`src/rtl/fu_mem_lsu.sv`:
```
// Load/store functional unit: program-ordered store queue, retirement-gated
// store drain, load ordering check against older stores and a single
// request/grant/response memory port shared by loads and drains.
// Optional build macro: FU_MEM_FWD_EN enables store-to-load forwarding.
module fu_mem_lsu #(
    parameter int XLEN     = 32,
    parameter int SQ_DEPTH = 8,
    parameter int ROB_W    = 5,
    parameter int PREG_W   = 7
) (
    input  logic              clk,
    input  logic              reset,
    input  logic              disp_valid,
    input  logic [ROB_W-1:0]  disp_rob,
    output logic              disp_ready,
    input  logic              issue_valid,
    output logic              issue_ready,
    input  logic              issue_is_store,
    input  logic [XLEN-1:0]   issue_base,
    input  logic [XLEN-1:0]   issue_imm,
    input  logic [XLEN-1:0]   issue_wdata,
    input  logic [PREG_W-1:0] issue_pd,
    input  logic [ROB_W-1:0]  issue_rob,
    input  logic [ROB_W-1:0]  rob_head,
    input  logic              retire_valid,
    input  logic [ROB_W-1:0]  retire_rob,
    input  logic              mispredict,
    input  logic [ROB_W-1:0]  mispredict_tag,
    output logic              mem_req,
    output logic              mem_we,
    output logic [XLEN-1:0]   mem_addr,
    output logic [XLEN-1:0]   mem_wdata,
    input  logic              mem_gnt,
    input  logic              mem_rvalid,
    input  logic [XLEN-1:0]   mem_rdata,
    output logic              wb_valid,
    output logic [PREG_W-1:0] wb_pd,
    output logic [ROB_W-1:0]  wb_rob,
    output logic [XLEN-1:0]   wb_data,
    output logic              store_done,
    output logic [ROB_W-1:0]  store_rob,
    output logic              sq_empty
);
    localparam int IDX_W = $clog2(SQ_DEPTH);
    localparam int CNT_W = IDX_W + 1;
    localparam logic [XLEN-1:0] WMASK = ~XLEN'(3);

    typedef enum logic [2:0] {
        S_IDLE  = 3'd0,
        S_CHECK = 3'd1,
        S_REQ   = 3'd2,
        S_WAIT  = 3'd3
`ifdef FU_MEM_FWD_EN
        , S_FWD = 3'd4
`endif
    } ld_state_t;

    // Age relative to the ROB head; smaller means older.
    function automatic logic [ROB_W-1:0] age_of(input logic [ROB_W-1:0] t, input logic [ROB_W-1:0] h);
        return t - h;
    endfunction

    logic [SQ_DEPTH-1:0] vld_q, vld_d, aok_q, aok_d, cmt_q, cmt_d;
    logic [ROB_W-1:0]    sq_rob_q  [SQ_DEPTH];
    logic [XLEN-1:0]     sq_addr_q [SQ_DEPTH];
    logic [XLEN-1:0]     sq_data_q [SQ_DEPTH];
    logic [IDX_W-1:0]    head_q, head_d, tail_q, tail_d;
    logic [CNT_W-1:0]    count_q, count_d;

    ld_state_t           ld_state_q, ld_state_d;
    logic                ld_dead_q, ld_dead_d;
    logic [XLEN-1:0]     ld_addr_q, ld_addr_d;
    logic [PREG_W-1:0]   ld_pd_q, ld_pd_d;
    logic [ROB_W-1:0]    ld_rob_q, ld_rob_d;

    logic                wb_valid_q, wb_valid_d;
    logic [PREG_W-1:0]   wb_pd_q, wb_pd_d;
    logic [ROB_W-1:0]    wb_rob_q, wb_rob_d;
    logic [XLEN-1:0]     wb_data_q, wb_data_d;
    logic                store_done_q, store_done_d;
    logic [ROB_W-1:0]    store_rob_q, store_rob_d;

    logic disp_fire, issue_fire, st_fire, ld_fire;
    logic st_hit, ret_hit, ret_seen, fl_seen;
    logic [IDX_W-1:0] st_idx, ret_idx, fl_tail, scan_idx;
    logic [SQ_DEPTH-1:0] fl_mask;
    logic [CNT_W-1:0] fl_n;
    logic ld_req, drain_req, drain_fire, ld_gnt, ld_kill;
    logic chk_unknown, chk_match;
    logic [ROB_W-1:0] match_age;
`ifdef FU_MEM_FWD_EN
    logic [XLEN-1:0] fwd_data;
`endif

    assign disp_ready = (count_q != CNT_W'(SQ_DEPTH));
    // Stores never occupy the load slot, so they are accepted while a load
    // waits on an older store's address.
    assign issue_ready = (ld_state_q == S_IDLE) || issue_is_store;
    assign disp_fire   = disp_valid && disp_ready && !mispredict;
    assign issue_fire  = issue_valid && issue_ready && !mispredict;
    assign st_fire     = issue_fire && issue_is_store;
    assign ld_fire     = issue_fire && !issue_is_store;
    assign sq_empty    = (count_q == '0);

    // Memory port arbitration: a load in REQ wins over a committed-head drain.
    assign ld_req     = (ld_state_q == S_REQ);
    assign drain_req  = vld_q[head_q] && cmt_q[head_q] && !ld_req;
    assign ld_gnt     = ld_req && mem_gnt;
    assign drain_fire = drain_req && mem_gnt;
    assign mem_req    = ld_req || drain_req;
    assign mem_we     = drain_req;
    assign mem_addr   = ld_req ? (ld_addr_q & WMASK) : drain_req ? (sq_addr_q[head_q] & WMASK) : '0;
    assign mem_wdata  = drain_req ? sq_data_q[head_q] : '0;

    assign ld_kill = mispredict && (ld_state_q != S_IDLE) &&
                     (age_of(ld_rob_q, rob_head) > age_of(mispredict_tag, rob_head));

    // Store-queue lookups: issue match, oldest uncommitted entry, flush set.
    always_comb begin
        // NOTE: every always_comb output gets a default first so no latch is inferred.
        st_hit = 1'b0; st_idx = '0;
        ret_seen = 1'b0; ret_hit = 1'b0; ret_idx = '0;
        fl_mask = '0; fl_seen = 1'b0; fl_tail = tail_q; fl_n = '0; scan_idx = '0;
        for (int i = 0; i < SQ_DEPTH; i++) begin
            if (vld_q[i] && sq_rob_q[i] == issue_rob) begin
                st_hit = 1'b1;
                st_idx = IDX_W'(i);
            end
        end
        for (int k = 0; k < SQ_DEPTH; k++) begin
            scan_idx = head_q + IDX_W'(k);
            if (!ret_seen && vld_q[scan_idx] && !cmt_q[scan_idx]) begin
                ret_seen = 1'b1;
                ret_idx  = scan_idx;
                ret_hit  = retire_valid && (sq_rob_q[scan_idx] == retire_rob);
            end
        end
        for (int i = 0; i < SQ_DEPTH; i++) begin
            fl_mask[i] = mispredict && vld_q[i] && !cmt_q[i] &&
                         !(ret_hit && ret_idx == IDX_W'(i)) &&
                         (age_of(sq_rob_q[i], rob_head) > age_of(mispredict_tag, rob_head));
        end
        for (int k = 0; k < SQ_DEPTH; k++) begin
            scan_idx = head_q + IDX_W'(k);
            if (fl_mask[scan_idx]) begin
                fl_n = fl_n + CNT_W'(1);
                if (!fl_seen) begin
                    fl_seen = 1'b1;
                    fl_tail = scan_idx;
                end
            end
        end
    end

    // Ordering check of the pending load against older stores.
    always_comb begin
        chk_unknown = 1'b0; chk_match = 1'b0; match_age = '0;
`ifdef FU_MEM_FWD_EN
        fwd_data = '0;
`endif
        for (int i = 0; i < SQ_DEPTH; i++) begin
            if (vld_q[i] && age_of(sq_rob_q[i], rob_head) < age_of(ld_rob_q, rob_head)) begin
                if (!aok_q[i]) begin
                    chk_unknown = 1'b1;
                end else if ((sq_addr_q[i] & WMASK) == (ld_addr_q & WMASK) &&
                             (!chk_match || age_of(sq_rob_q[i], rob_head) > match_age)) begin
                    chk_match = 1'b1;
                    match_age = age_of(sq_rob_q[i], rob_head);
`ifdef FU_MEM_FWD_EN
                    fwd_data  = sq_data_q[i];
`endif
                end
            end
        end
    end

    // Store-queue control next state: allocate, address fill, commit, drain, flush.
    always_comb begin
        vld_d = vld_q; aok_d = aok_q; cmt_d = cmt_q;
        head_d = head_q; tail_d = tail_q;
        store_done_d = st_fire && st_hit;
        store_rob_d  = (st_fire && st_hit) ? issue_rob : store_rob_q;
        if (disp_fire) begin
            vld_d[tail_q] = 1'b1;
            aok_d[tail_q] = 1'b0;
            cmt_d[tail_q] = 1'b0;
            tail_d        = tail_q + IDX_W'(1);
        end
        if (st_fire && st_hit) aok_d[st_idx] = 1'b1;
        if (ret_hit) cmt_d[ret_idx] = 1'b1;
        if (drain_fire) begin
            vld_d[head_q] = 1'b0;
            cmt_d[head_q] = 1'b0;
            head_d        = head_q + IDX_W'(1);
        end
        vld_d = vld_d & ~fl_mask;
        if (fl_seen) tail_d = fl_tail;
        count_d = count_q + CNT_W'(disp_fire) - CNT_W'(drain_fire) - fl_n;
    end

    // Load FSM next state and writeback generation.
    always_comb begin
        ld_state_d = ld_state_q; ld_dead_d = ld_dead_q;
        ld_addr_d = ld_addr_q; ld_pd_d = ld_pd_q; ld_rob_d = ld_rob_q;
        wb_valid_d = 1'b0; wb_pd_d = wb_pd_q; wb_rob_d = wb_rob_q; wb_data_d = wb_data_q;
        case (ld_state_q)
            S_IDLE: if (ld_fire) begin
                ld_state_d = S_CHECK;
                ld_dead_d  = 1'b0;
                ld_addr_d  = issue_base + issue_imm;
                ld_pd_d    = issue_pd;
                ld_rob_d   = issue_rob;
            end
            S_CHECK: if (!chk_unknown) begin
                if (chk_match) begin
`ifdef FU_MEM_FWD_EN
                    ld_state_d = S_FWD;
                    wb_valid_d = 1'b1;
                    wb_pd_d    = ld_pd_q;
                    wb_rob_d   = ld_rob_q;
                    wb_data_d  = fwd_data;
`endif
                end else begin
                    ld_state_d = S_REQ;
                end
            end
`ifdef FU_MEM_FWD_EN
            S_FWD: ld_state_d = S_IDLE;
`endif
            S_REQ: if (ld_gnt) ld_state_d = S_WAIT;
            S_WAIT: if (mem_rvalid) begin
                ld_state_d = S_IDLE;
                wb_valid_d = !ld_dead_q;
                if (!ld_dead_q) begin
                    wb_pd_d   = ld_pd_q;
                    wb_rob_d  = ld_rob_q;
                    wb_data_d = mem_rdata;
                end
            end
            default: ld_state_d = S_IDLE;
        endcase
        // A killed load with a read in flight must sink that response.
        if (ld_kill) begin
            wb_valid_d = 1'b0;
            if ((ld_state_q == S_WAIT && !mem_rvalid) || ld_gnt) begin
                ld_state_d = S_WAIT;
                ld_dead_d  = 1'b1;
            end else begin
                ld_state_d = S_IDLE;
            end
        end
    end

    // Control and output registers.
    always_ff @(posedge clk or posedge reset) begin
        if (reset) begin
            vld_q <= '0; aok_q <= '0; cmt_q <= '0;
            head_q <= '0; tail_q <= '0; count_q <= '0;
            ld_state_q <= S_IDLE; ld_dead_q <= 1'b0;
            ld_addr_q <= '0; ld_pd_q <= '0; ld_rob_q <= '0;
            wb_valid_q <= 1'b0; wb_pd_q <= '0; wb_rob_q <= '0; wb_data_q <= '0;
            store_done_q <= 1'b0; store_rob_q <= '0;
        end else begin
            // NOTE: sequential state uses non-blocking assignments so all registers update together.
            vld_q <= vld_d; aok_q <= aok_d; cmt_q <= cmt_d;
            head_q <= head_d; tail_q <= tail_d; count_q <= count_d;
            ld_state_q <= ld_state_d; ld_dead_q <= ld_dead_d;
            ld_addr_q <= ld_addr_d; ld_pd_q <= ld_pd_d; ld_rob_q <= ld_rob_d;
            wb_valid_q <= wb_valid_d; wb_pd_q <= wb_pd_d; wb_rob_q <= wb_rob_d; wb_data_q <= wb_data_d;
            store_done_q <= store_done_d; store_rob_q <= store_rob_d;
        end
    end

    // Entry payload storage, written on allocate and on store issue.
    always_ff @(posedge clk) begin
        // NOTE: payload arrays are not reset; every read is qualified by a reset valid bit.
        if (disp_fire) sq_rob_q[tail_q] <= disp_rob;
        if (st_fire && st_hit) begin
            sq_addr_q[st_idx] <= issue_base + issue_imm;
            sq_data_q[st_idx] <= issue_wdata;
        end
    end

    assign wb_valid   = wb_valid_q;
    assign wb_pd      = wb_pd_q;
    assign wb_rob     = wb_rob_q;
    assign wb_data    = wb_data_q;
    assign store_done = store_done_q;
    assign store_rob  = store_rob_q;
endmodule

```
`config.mk`:
```
export PLATFORM = sky130hd
export DESIGN_NAME = fu_mem_lsu
export DESIGN_NICKNAME = d
export VERILOG_FILES = /design/src/rtl/fu_mem_lsu.sv
export SDC_FILE = /design/constraint.sdc
export NUM_CORES = 1
export LEC_CHECK = 0
export CAP_MARGIN = 20
export CORE_MARGIN = 3
export CORE_UTILIZATION = 45
export DETAILED_ROUTE_END_ITERATION = 10
export GPL_TIMING_DRIVEN = 0
export PLACE_DENSITY = 0.62
export SYNTH_ARGS = -nofsm -noshare
export SYNTH_HDL_FRONTEND = slang
export SYNTH_SLANG_ARGS = --single-unit
```
`constraint.sdc`:
```
create_clock -name clk -period 21.4 [get_ports clk]
set_input_delay 4.28 -clock clk [delete_from_list [all_inputs] [get_ports clk]]
set_output_delay 4.28 -clock clk [all_outputs]
set_load 0.005 [all_outputs]
```
==> After elaboration in Yosys (flattened, before gate mapping) <==
Memory sizes are Yosys's and may differ from the RTL's.
Cells that the tools add are included.
{ "totals": {"reg_bits": 133, "mem_bits_rw": 552, "inputBits": 169, "elab_cells": 522, "n_memories": 3} }
{ "classes": {"n_addsub": 29, "magnitude_cmp": 39, "n_eq_ne": 40, "n_mux": 217, "n_bitwise": 12, "n_reduce_logical": 165} }
{ "memory_table": {"columns": ["name", "depth", "word_bits", "rd", "rd_ports_with_merged_regs", "write_ports", "line", "text"], "rows": [
  ["sq_addr_q", 8, 32, 9, 0, 1, "65", "logic [XLEN-1:0] sq_addr_q [SQ_DEPTH];"],
  ["sq_data_q", 8, 32, 1, 0, 1, "66", "logic [XLEN-1:0] sq_data_q [SQ_DEPTH];"],
  ["sq_rob_q", 8, 5, 16, 0, 1, "64", "logic [ROB_W-1:0] sq_rob_q [SQ_DEPTH];"]
]} }
{ "op_table": {"columns": ["op", "n"], "rows": [
  ["equality test 30 bit", 8],
  ["two-way mux 1 bit", 112],
  ["two-way mux 3 bit", 37],
  ["two-way mux 5 bit", 21],
  ["logical AND 1 bit", 104],
  ["two-way mux 32 bit", 3],
  ["equality test 5 bit", 16],
  ["> comparator 5 bit", 16],
  ["binary-select mux 1 bit (select 3 bit)", 24],
  ["two-way mux 8 bit", 7],
  ["subtractor 5 bit", 10],
  ["< comparator 3 x 4 -> 1 bit, second input constant", 11],
  ["logical NOT 1 bit", 43],
  ["AND 8 bit", 5],
  ["< comparator 5 bit", 8],
  ["adder 32 bit", 1],
  ["adder 4 x 1 -> 4 bit, second input constant", 7],
  ["two-way mux 4 bit", 7],
  ["NOT 8 bit", 3],
  ["OR 8 bit", 3],
  ["adder 3 bit, second input constant", 4],
  ["demux 1 bit (select 3 bit)", 4],
  ["equality test 3 x 2 -> 1 bit, second input constant", 4],
  ["equality test 3 bit, second input constant", 4],
  ["other kinds (21)", 40]
]} }

==> Longest topological paths before layout <==
{ "depth": {"word_depth": 56, "depth_mapped": 43, "ltp_nobuf": 37} }

==> Least setup slack after synthesis <==
Ideal clock, no wire load.
{ "synth_path": {"path_kind": "in2reg", "from": "input port rob_head[1]", "to": "register count_q[3]", "setup_ps": 80, "t_arrival_ps": 12616, "required_ps": 21320, "setup_slack_ps": 8704, "path_stages": 33, "path_buffers": 0, "path_cell_list": "inv_1 ha_1 a21o_1 a21oi_1 xor2_1 ha_1 a21o_1 a211o_1 o2111ai_1 a31o_2 mux2i_1 mux4_2 inv_1 ha_1 inv_1 mux2_4 ha_1 mux2_2 ha_1 mux2_4 ha_1 mux2_4 ha_1 mux2_2 ha_1 mux2i_1 fa_1 ha_1 fa_1 xnor2_1 xnor2_1 xnor2_1 xnor2_1"} }
{ "synth_between": {"elab_chain_cells": 21, "elab_cells_between_ends": 57} }
{ "synth_lines": {"columns": ["element", "line", "text"], "rows": [
  ["start, declared", "24", "input logic [ROB_W-1:0] rob_head,"],
  ["subtractor 5 bit (on tied branches)", null, null],
  ["> comparator 5 bit", "141", "(age_of(sq_rob_q[i], rob_head) > age_of(mispredict_tag, rob_head));"],
  ["logical AND 1 bit", "140", "!(ret_hit && ret_idx == IDX_W'(i)) &&"],
  ["binary-select mux 1 bit (select 3 bit)", "145", "if (fl_mask[scan_idx]) begin"],
  ["two-way mux 1 bit (not written as such)", "145", null],
  ["two-way mux 1 bit", "145", null],
  ["adder 4 x 1 -> 4 bit", "146", "fl_n = fl_n + CNT_W'(1);"],
  ["two-way mux 4 bit", "145", null],
  ["(+6 left out)", null, null],
  ["adder 4 x 1 -> 4 bit", "146", null],
  ["two-way mux 4 bit", "145", null],
  ["adder 4 x 1 -> 4 bit", "146", null],
  ["two-way mux 4 bit", "145", null],
  ["adder 4 x 1 -> 4 bit", "146", null],
  ["two-way mux 4 bit *", "145", null],
  ["subtractor 4 bit *", "198", "count_d = count_q + CNT_W'(disp_fire) - CNT_W'(drain_fire) - fl_n;"],
  ["net count_d[3]", "68", "logic [CNT_W-1:0] count_q, count_d;"],
  ["end signal, assigned", "258", "head_q <= '0; tail_q <= '0; count_q <= '0;"],
  ["end signal, assigned", "266", "head_q <= head_d; tail_q <= tail_d; count_q <= count_d;"],
  ["end, declared", "68", null]
]} }
Mark *: on every way through the listed nets, which the timed path passes. The rest lies on a longest branch. The select of a mux whose other input is x is not followed.
A chain may end at the register's enable or synchronous reset.

==> Worst setup path after layout <==
{ "layout_path": {"from": "input port rob_head[0]", "to": "register count_q[3]"} }
Same word-level chain as after synthesis.

==> metrics <==
outcome=complete, no violations; worst setup path class=in -> reg; routed vias=26.2k; period utilisation layout=63.9%; post-route minimum period=13.68 ns; # IOs=289; number of global-route vias before repair=26.7k; Yosys warning count=0; top cell type by total area after synthesis=edfxtp_1; post-synthesis sequential area ratio=50.8%; Inserted Clock Buffers=76; leakage power=16.5 nW; DRC viols=0; clock root cell=clkbuf_16; sw frac=40.8%; die height=297 um; initial antenna violation count=5; Core Util, Final=54.6%; worst endpoint data arrival time=14.24 ns; Worst path max stage delay=0.83 ns; max_cap viols=0; Synth Register Bits=666; Clk pwr share=20.6%; hold path depth=1; Post-DP Area=43200 um2; Floorplan Core Area=83800 um2; Worst Path Required=21.96 ns; post-route clock skew=0.0529 ns; Synth top area share=42.2%; DRT Wirelength=127000 um; startpoint types=input port; ratio of cells with drive above 1 in the final layout=17.0%; power density over cell area=139 nW/um2; first-pass GRT wire length=186000 um; GRT Util Overall=28.4%; Max Freq=73.1 MHz; H-Tree Level Count=3; reg2reg path depth=40; Clk pin slew, worst setup/hold paths=0.06 ns; setup TNS=0 ns; Via-to-Cell Ratio=5.97; final hold violations=0; num rows=106; largest cells by area after synthesis=edfxtp_1 42%, mux4_2 11%, dfrtp_1 8.5%; Avg WL per Cell=28.9 um; clock latency on the worst-skew pair=0.65 ns; number of enable flip-flop cells after synthesis=536; DR pass1 iterations=7; Yosys cell types=91; logic gate share of total power=53.5%; most frequent CP cell=ha_1; post-CTS sizing=0; Die W=297 um; initial DRC count=2782; Starting Density=45.5%; worst hold endpoint=ld_pd_q[6]; post-synthesis instance total=2757; prevailing post-synth register cell=edfxtp_1; largest net degree at the start of global routing=78; final instance area=45800 um2; unrepaired setup endpoints after global routing=false; Sink Count=666; max-slew violation count=0; Worst path slowest cell=clkdlybuf4s50_1; crit-path max FO=10; Post-CTS Hold Buffers=0; area delta synth->final=20.2%; Final #Nets=3543; Worst-Margin Slew=1.18 ns; Hold Slack=0.503 ns; Crit. End Element=flip-flop; worst IR drop on VDD=0.0608 mV; gpl congestion=0.953; r2r setup slk=9.02 ns; worst r2r src=head_q[1]; die area=88200 um2; synthesized area per cell=13.8 um2; Bufs on Longest Clock Path=3; Rel. slew slack=20.6%; Worst Hold Launch=ld_pd_q[6]; P_int=3.78 mW; HPWL after DPL=96600 um; Final setup viols=0; gr ovfl total=0; Hold Crit Class=reg -> reg; port bufs=278; setup bufs post-CTS=0; NetSw=2.60 mW; Final Power=6.39 mW; register share of total power=25.8%; Post-synth ARST share=19.5%; Post-Syn Area=38100 um2; ANT nets after route=0; TritonCTS clock tree=built; worst r2r dst=count_q[3]
[how the worst max path moves through the flow]
| stage | startpoint | end | slack (ns) | depth (start not counted) |
|---|---|---|---|---|
| 2_1_floorplan | rob_head[1] | count_q[3] | 8.70 | 33 |
| 3_3_place_gp | issue_rob[3] | sq_data_q[0][25] | 1.05 | 9 |
| 3_5_place_dp | rob_head[1] | count_q[3] | 6.75 | 34 |
| 4_1_cts | rob_head[1] | count_q[3] | 7.41 | 34 |
| 5_1_grt | rob_head[0] | count_q[3] | 7.30 | 34 |
| 6_report | rob_head[0] | count_q[3] | 7.72 | 34 |
[metal layers]
metal / track usage, % / wire (um) / vias up
li1: - / - / 11416
met1: 39.6 / 53600 / 13433
met2: 46.3 / 60900 / 1119
met3: 3.83 / 8360 / 219
met4: 9.32 / 4230 / 0
met5: 0 / 0 / -
[cell usage in the layout (no fill, tap or decap), types with 10 or more instances in the layout]
cell type and n:
inv_1 67, buf_8 10, buf_6 12, a21o_1 49
clkinv_1 17, nor3_1 15, a31oi_1 16, buf_2 16
a22oi_1 13, xor2_1 101, clkbuf_1 118, and3_1 16
dfrtp_1 130, nor2b_1 33, o21ai_0 34, ha_1 168
a21oi_1 100, edfxtp_1 536, nand2b_1 27, nand2_1 156
mux2_2 106, nand3_1 36, clkdlybuf4s50_1 278, mux2i_1 121
fa_1 13, clkbuf_16 77, xnor2_1 303, nor4_1 21
buf_1 34, buf_4 62, nand4_1 64, nor2_1 58
o31ai_1 38, mux4_2 189
[final cells by class]
| cell class | instances | area (um2) |
|---|---|---|
| Timing Repair Buffer | 357 | 3670 |
| Clock inverter | 37 | 473 |
| Sequential cell | 666 | 19300 |
| Buffer | 165 | 719 |
| Clock buffer | 102 | 2060 |
| Antenna cell | 2 | 5.00 |
| Inverter | 72 | 278 |
| Tap cell | 1134 | 1420 |
| Fill cell | 6971 | 38000 |
| Multi-Input combinational cell | 1855 | 17800 |
[flip-flops by register name (all words and copies together), names as in the netlist, 7 cells and up]
register and cells:
wb_pd 7, cmt_q 8, sq_addr_q 240, ld_addr_q 30, sq_data_q 256, ld_pd_q 7
sq_rob_q 40, aok_q 8, wb_data 32, vld_q 8
[power groups by stage]
| stage | logic (mW) | registers, mW | clock network (mW) |
|---|---|---|---|
| after floorplan | 2.23 | 1.64 | 0 |
| after global placement | 3.30 | 1.67 | 0 |
| after detailed placement | 3.36 | 1.67 | 0 |
| after CTS | 3.39 | 1.65 | 1.33 |
| after global routing | 3.64 | 1.66 | 1.39 |
| final | 3.42 | 1.65 | 1.32 |
[cells in the mapped netlist (7+ instances only)]
master	n
nor4_1	25
o2111ai_1	7
a21oi_1	100
buf_4	13
fa_1	13
nor2_1	60
a21o_1	49
mux2i_1	121
or4_1	7
dfrtp_1	130
nand2b_1	27
buf_2	16
nand4_1	64
a31o_2	9
ha_1	168
xor2_1	101
mux4_2	189
nor3_1	16
inv_1	68
o211a_1	8
xnor2_1	303
nand2_1	156
o22ai_1	7
nand4b_1	8
clkbuf_1	97
mux2_2	106
o21ai_0	34
nand3_1	36
a31oi_1	16
buf_1	34
nor2b_1	34
edfxtp_1	536
o41ai_1	9
o31ai_1	38
and3_1	16
a22oi_1	13
[through the flow]
step / instances / setup WS (ns)
2_1_floorplan: 2758 / 8.70
6_report: 4390 / 7.72
3_5_place_dp: 4243 / 6.75
5_1_grt: 4389 / 7.30
3_3_place_gp: 4170 / 1.05
4_1_cts: 4382 / 7.41
[worst max-delay path, delay by kind of cell]
kind            cells  cell delay [ns]
fa+ha+maj          11             3.50
mux                 8             2.37
xor+xnor            5             1.51
compound gates      4             1.20
buf+inv             4             1.14
simple gates        2             0.23
[cells by family after synthesis]
kind of cell    synth area share [%]
other cells                  0.00984
fa+ha+maj                       6.20
mux                             17.9
buf+inv                         2.60
xor+xnor                        9.56
flops                           50.8
simple gates                    6.57
compound gates                  6.43
Power figures use the tool's default switching activity.
